**config.mk**
```make
export PLATFORM = sky130hd
export DESIGN_NAME = mem_bus_arbiter
export DESIGN_NICKNAME = d
export VERILOG_FILES = /design/src/rtl/mem_bus_arbiter.sv
export SDC_FILE = /design/constraint.sdc
export NUM_CORES = 1
export LEC_CHECK = 0
export BUFFER_PORTS_ARGS = -buffer_cell sky130_fd_sc_hd__buf_2
export CAP_MARGIN = 10
export CELL_PAD_IN_SITES_DETAIL_PLACEMENT = 1
export CELL_PAD_IN_SITES_GLOBAL_PLACEMENT = 1
export CORE_UTILIZATION = 33
export DETAILED_ROUTE_END_ITERATION = 16
export GPL_TIMING_DRIVEN = 0
export PLACE_DENSITY = 0.88
export SYNTH_ARGS = -nofsm -noshare
export SYNTH_HDL_FRONTEND = slang
export SYNTH_SLANG_ARGS = --single-unit
```
**constraint.sdc**
```tcl
create_clock -name clk -period 3.81 [get_ports clk]
set_input_delay 0.1905 -clock clk [delete_from_list [all_inputs] [get_ports clk]]
set_output_delay 0.1905 -clock clk [all_outputs]
set_load 0.03 [all_outputs]
```
**src/rtl/mem_bus_arbiter.sv**
```systemverilog
// Shares one SRAM-like memory bus between the instruction-fetch port and the data port.
// One transaction in flight at a time; data has priority except right after a data access.
module mem_bus_arbiter #(
    parameter int ADDR_WIDTH = 32,
    parameter int DATA_WIDTH = 32
) (
    input  logic                  clk,
    input  logic                  rst,
    input  logic                  flush,
    input  logic                  inst_req,
    input  logic [ADDR_WIDTH-1:0] inst_addr,
    output logic [DATA_WIDTH-1:0] inst_rdata,
    output logic                  inst_ready,
    input  logic                  data_req,
    input  logic                  data_wr,
    input  logic [1:0]            data_size,
    input  logic [ADDR_WIDTH-1:0] data_addr,
    input  logic [DATA_WIDTH-1:0] data_wdata,
    output logic [DATA_WIDTH-1:0] data_rdata,
    output logic                  data_ready,
    output logic                  bus_req,
    output logic                  bus_wr,
    output logic [1:0]            bus_size,
    output logic [ADDR_WIDTH-1:0] bus_addr,
    output logic [DATA_WIDTH-1:0] bus_wdata,
    input  logic                  bus_addr_ok,
    input  logic                  bus_data_ok,
    input  logic [DATA_WIDTH-1:0] bus_rdata,
    output logic                  stall_req
);

    localparam logic [1:0] ST_IDLE = 2'd0;
    localparam logic [1:0] ST_ADDR = 2'd1;
    localparam logic [1:0] ST_DATA = 2'd2;
    localparam logic [1:0] ST_DONE = 2'd3;

    localparam logic OWN_DATA = 1'b0;
    localparam logic OWN_INST = 1'b1;

    logic [1:0] state_r;
    logic [1:0] state_nx_s;
    logic       owner_r;
    logic       last_owner_r;
    logic       discard_r;
    logic       inst_live_s;
    logic       grant_s;
    logic       grant_inst_s;
    logic       inst_flush_s;
    logic       discard_eff_s;

    // Grant arbitration in IDLE and flush qualification of the current owner
    always_comb begin
        inst_live_s   = inst_req & ~flush;
        grant_s       = 1'b0;
        grant_inst_s  = 1'b0;
        if (state_r == ST_IDLE) begin
            if (inst_live_s && data_req) begin
                grant_s      = 1'b1;
                // alternate after a data access so fetch cannot starve
                grant_inst_s = (last_owner_r == OWN_DATA);
            end else if (inst_live_s) begin
                grant_s      = 1'b1;
                grant_inst_s = 1'b1;
            end else if (data_req) begin
                grant_s      = 1'b1;
                grant_inst_s = 1'b0;
            end else begin
                grant_s      = 1'b0;
                grant_inst_s = 1'b0;
            end
        end else begin
            grant_s      = 1'b0;
            grant_inst_s = 1'b0;
        end
        inst_flush_s  = (owner_r == OWN_INST) & flush;
        // a flush arriving together with data_ok still kills the fetch
        discard_eff_s = discard_r | inst_flush_s;
    end

    // Next-state logic
    always_comb begin
        state_nx_s = ST_IDLE;
        case (state_r)
            ST_IDLE: begin
                if (grant_s) begin
                    state_nx_s = ST_ADDR;
                end else begin
                    state_nx_s = ST_IDLE;
                end
            end
            ST_ADDR: begin
                if (bus_addr_ok) begin
                    state_nx_s = ST_DATA;
                end else if (inst_flush_s) begin
                    state_nx_s = ST_IDLE;
                end else begin
                    state_nx_s = ST_ADDR;
                end
            end
            ST_DATA: begin
                if (bus_data_ok && discard_eff_s) begin
                    state_nx_s = ST_IDLE;
                end else if (bus_data_ok) begin
                    state_nx_s = ST_DONE;
                end else begin
                    state_nx_s = ST_DATA;
                end
            end
            ST_DONE: state_nx_s = ST_IDLE;
            default: state_nx_s = ST_IDLE;
        endcase
    end

    // State, latched bus fields and registered port outputs
    always_ff @(posedge clk) begin
        if (!rst) begin
            state_r      <= ST_IDLE;
            owner_r      <= OWN_DATA;
            last_owner_r <= OWN_DATA;
            discard_r    <= 1'b0;
            bus_req      <= 1'b0;
            bus_wr       <= 1'b0;
            bus_size     <= 2'd0;
            bus_addr     <= {ADDR_WIDTH{1'b0}};
            bus_wdata    <= {DATA_WIDTH{1'b0}};
            inst_rdata   <= {DATA_WIDTH{1'b0}};
            inst_ready   <= 1'b0;
            data_rdata   <= {DATA_WIDTH{1'b0}};
            data_ready   <= 1'b0;
        end else begin
            state_r    <= state_nx_s;
            inst_ready <= 1'b0;
            data_ready <= 1'b0;
            case (state_r)
                ST_IDLE: begin
                    if (grant_s) begin
                        owner_r   <= grant_inst_s;
                        discard_r <= 1'b0;
                        bus_req   <= 1'b1;
                        if (grant_inst_s) begin
                            bus_addr  <= inst_addr;
                            bus_wr    <= 1'b0;
                            bus_size  <= 2'd2;
                            bus_wdata <= {DATA_WIDTH{1'b0}};
                        end else begin
                            bus_addr  <= data_addr;
                            bus_wr    <= data_wr;
                            bus_size  <= data_size;
                            bus_wdata <= data_wdata;
                        end
                    end
                end
                ST_ADDR: begin
                    if (bus_addr_ok) begin
                        bus_req <= 1'b0;
                        if (inst_flush_s) begin
                            discard_r <= 1'b1;
                        end
                    end else if (inst_flush_s) begin
                        bus_req <= 1'b0;
                    end
                end
                ST_DATA: begin
                    if (bus_data_ok) begin
                        last_owner_r <= owner_r;
                        discard_r    <= 1'b0;
                        if (!discard_eff_s) begin
                            if (owner_r == OWN_INST) begin
                                inst_ready <= 1'b1;
                                inst_rdata <= bus_rdata;
                            end else begin
                                data_ready <= 1'b1;
                                data_rdata <= bus_rdata;
                            end
                        end
                    end else if (inst_flush_s) begin
                        discard_r <= 1'b1;
                    end
                end
                ST_DONE: begin
                    discard_r <= 1'b0;
                end
                default: begin
                    discard_r <= 1'b0;
                end
            endcase
        end
    end

    assign stall_req = (data_req & ~data_ready) | (inst_req & ~inst_ready & ~flush);

endmodule

```
==> results.sh <==
export IMPL_status="finished with violations"
export IMPL_violations="DRC"
export IMPL_synth_edff_count=0
export IMPL_tightest_slew_ns=0.528
export IMPL_cts_buffer_depth=2
export IMPL_path_buf_inv=2
export IMPL_ys_types=33
export IMPL_via_count=5562
export IMPL_yosysWarningCount=0
export IMPL_firstDrtPassIters=12
export IMPL_synth_area_um2=5040
export IMPL_grt_max_degree=17
export IMPL_grt_pass1_vias=5774
export IMPL_synth_seq_area_share_pct=55.2
export IMPL_finalSetupViolCount=0
export IMPL_die_area_um2=15800
export IMPL_grt_pass1_wl_um=30400
export IMPL_arrival_ns=2.20
export IMPL_nets=1055
export IMPL_place_hpwl_um=12900
export IMPL_crit_path_end_kind="flop"
export IMPL_synth_top_cell_by_area="dfxtp_1"
export IMPL_synth_top_area_share_pct=55.2
export IMPL_hold_viol_final=0
export IMPL_async_reset_ff_share_pct=0
export IMPL_critPathMaxStageDelay_ns=0.40
export IMPL_met1_usage_pct=27.8
export IMPL_use_met2_pct=43.8
export IMPL_maxCapViolCount=0
export IMPL_drv_slew=0
export IMPL_final_util_pct=51.8
export IMPL_rsz0062_at_grt="no"
export IMPL_setup_tns_ns=0
export IMPL_p_per_area_nw_per_um2=517
export IMPL_num_rows=44
export IMPL_wl_per_cell_um=17.4
export IMPL_portBuffers=271
export IMPL_die_w_um=126
export IMPL_syn_nets=732
export IMPL_clkTransAtPathRegs_ns=0.06
export IMPL_required_ns=4.15
export IMPL_initial_core_util_pct=34.3
export IMPL_power_leakage_nw=3.59
export IMPL_globalplace_congestion=0.767
export IMPL_area_delta_synth_final_pct=51.2
export IMPL_cp_start_kind="flop"
export IMPL_postRouteAntennaNets=0
export IMPL_cp_top_family="compound AO/OA/AOI/OAI gates"
export IMPL_whs_path_depth=3
export IMPL_die_h_um=126
export IMPL_dp_slack_ns=2.01
export IMPL_max_freq_ghz=0.538
export IMPL_instances_no_fill=1112
export IMPL_path_cells="inv_1 > ha_1 > a21boi_4 > clkbuf_1 > o21ai_0 > a31oi_1"
export IMPL_overflow=0
export IMPL_r2r_cells=6
export IMPL_clock_latency_ns=0.41
export IMPL_drtIter0Drc=230
export IMPL_cp_slowest_cell="clkbuf_1"
export IMPL_slew_headroom_pct=64.8
export IMPL_synth_ff_type="dfxtp_1"
export IMPL_antenna_found_initial=2
export IMPL_drive_gt1_share_pct=36.1
export IMPL_fin_crit_sh_pct=48.7
export IMPL_critPathKind="reg -> reg"
export IMPL_cts_inserted_buffers=17
export IMPL_h_tree_depth=4
export IMPL_cts_sinks=139
export IMPL_clock_skew_ns=0.00538
export IMPL_synthTopCellsByArea="dfxtp_1, nand2_1, a21oi_1"
export IMPL_coreArea_um2=14700
export IMPL_io_pin_count=273
export IMPL_grtUsageMet3_pct=7.06
export IMPL_min_path_type="in -> reg"
export IMPL_routed_via_density=5.00
export IMPL_layout_setup_ws_ns=1.95
export IMPL_peakVddDrop_uv=306
export IMPL_grt_busiest_layer="met2"
export IMPL_crit_fanout=10
export IMPL_avgSynthCellArea_um2=8.53
export IMPL_min_period_ns=1.86
export IMPL_cts_tree="built"
export IMPL_drc=16
export IMPL_drt_wl_total_um=19300
export IMPL_cts_root_buf="clkbuf_16"
export IMPL_dp_cells=1046
export IMPL_grtUsageTotal_pct=24.8
export IMPL_ys_ff_latch=139
export IMPL_syn_inst=591
export IMPL_cp_num_cells=6
## flip-flops by register name, indices dropped and copies added (netlist names)
name	flops
data_rdata	32
last_owner_r	1
discard_r	1
bus_addr	32
bus_wr	1
inst_ready	1
state_r	2
owner_r	1
bus_size	2
data_ready	1
bus_req	1
inst_rdata	32
bus_wdata	32
## cells by family after synthesis
| family | share of synthesized area [%] |
|---|---|
| AO/OA/AOI/OAI | 21.7 |
| buffers and inverters | 4.79 |
| adder cells (fa/ha/maj) | 0.745 |
| AND/OR/NAND/NOR | 17.6 |
| flip-flops | 55.2 |
## stage by stage
stage	instance area [µm²]	power [W]	hold slack (ns)
final	7620	0.00394	0.0230
after global routing	7620	0.00409	0.0130
after CTS	7620	0.00396	0.00148
after detailed placement	6630	0.00208	0.405
after global placement	6630	0.00207	0.399
after floorplan	5040	0.00188	0.316
## worst reg2reg max path: stages, from the launching register on
cell and delay (ns):
dfxtp_1 0.32, inv_1 0.08, ha_1 0.31, a21boi_4 0.31, clkbuf_1 0.40, o21ai_0 0.20
a31oi_1 0.18
## layout make-up
type                    count  area (µm²)
diodes                      1        2.50
plain buffers              46         226
clock buffers              22         474
clock inverters            10         188
fillers                  1812        7080
inverters                   4        15.0
multi-input cells         402        2010
flip-flops and latches    139        2780
well taps                 184         230
repair buffers            304        1690
## layer usage
metal / part of all wire [%] / wire, µm / up-vias
met5: 0.041 / 8 / -
met4: 2.3 / 454 / 2
met3: 6.9 / 1340 / 34
met2: 50 / 9760 / 222
met1: 40 / 7780 / 2647
li1: - / - / 2657
## layout by cell type, fill, tap and decap left out, drive strengths merged
master	Yosys	final
or3b	1	1
nor3b	1	1
o21bai	1	1
nor2b	2	2
clkinvlp	0	2
bufinv	0	5
inv	4	4
nand3b	1	1
or2	1	1
a21oi	70	70
nand2b	3	3
diode	0	1
a311oi	1	1
clkinv	0	3
nand3	3	3
nor2	5	5
a31oi	32	32
o2111a	1	1
o22ai	1	1
ha	3	3
and3	2	2
nand2	199	199
a21o	1	1
dfxtp	139	139
clkbuf	14	36
a21boi	2	2
buf	32	303
dlygate4sd3	0	33
a22o	34	34
nor3	2	2
nand4	1	1
o21ai	35	35
## path summary, 6_finish.rpt
check | startpoint | to | slack [ns]
worst min register to register | inst_rdata[18]$_SDFFE_PN0P_ | inst_rdata[18]$_SDFFE_PN0P_ | 0.45
worst min-delay path | bus_rdata[19] | data_rdata[19]$_SDFFE_PN0P_ | 0.02
worst max-delay path | state_r[1]$_SDFF_PN0_ | bus_addr[30]$_SDFFE_PN0P_ | 1.95
worst max register to register | state_r[1]$_SDFF_PN0_ | bus_addr[30]$_SDFFE_PN0P_ | 1.95
## report_power, final
group          internal [W]  leakage, nW  switching (W)
Clock               0.00122        0.317       0.000634
Sequential          0.00152         1.13      0.0000396
Combinational      0.000190         2.14       0.000340
## cell usage after synthesis (all sizes together) (3+ instances only)
library cell,number
a21oi,70
a22o,34
a31oi,32
buf,32
clkbuf,14
dfxtp,139
ha,3
inv,4
nand2,199
nand2b,3
nand3,3
nor2,5
o21ai,35
## timing repair
item / in CTS / in global routing
hold buffers: 33 / 0
buffers inserted: 0 / 0
hold endpoints to repair: 33 / 0
resized for setup: 0 / 0
setup endpoints to repair: 0 / 0
Note: power is estimated with default switching activity, not from simulation.
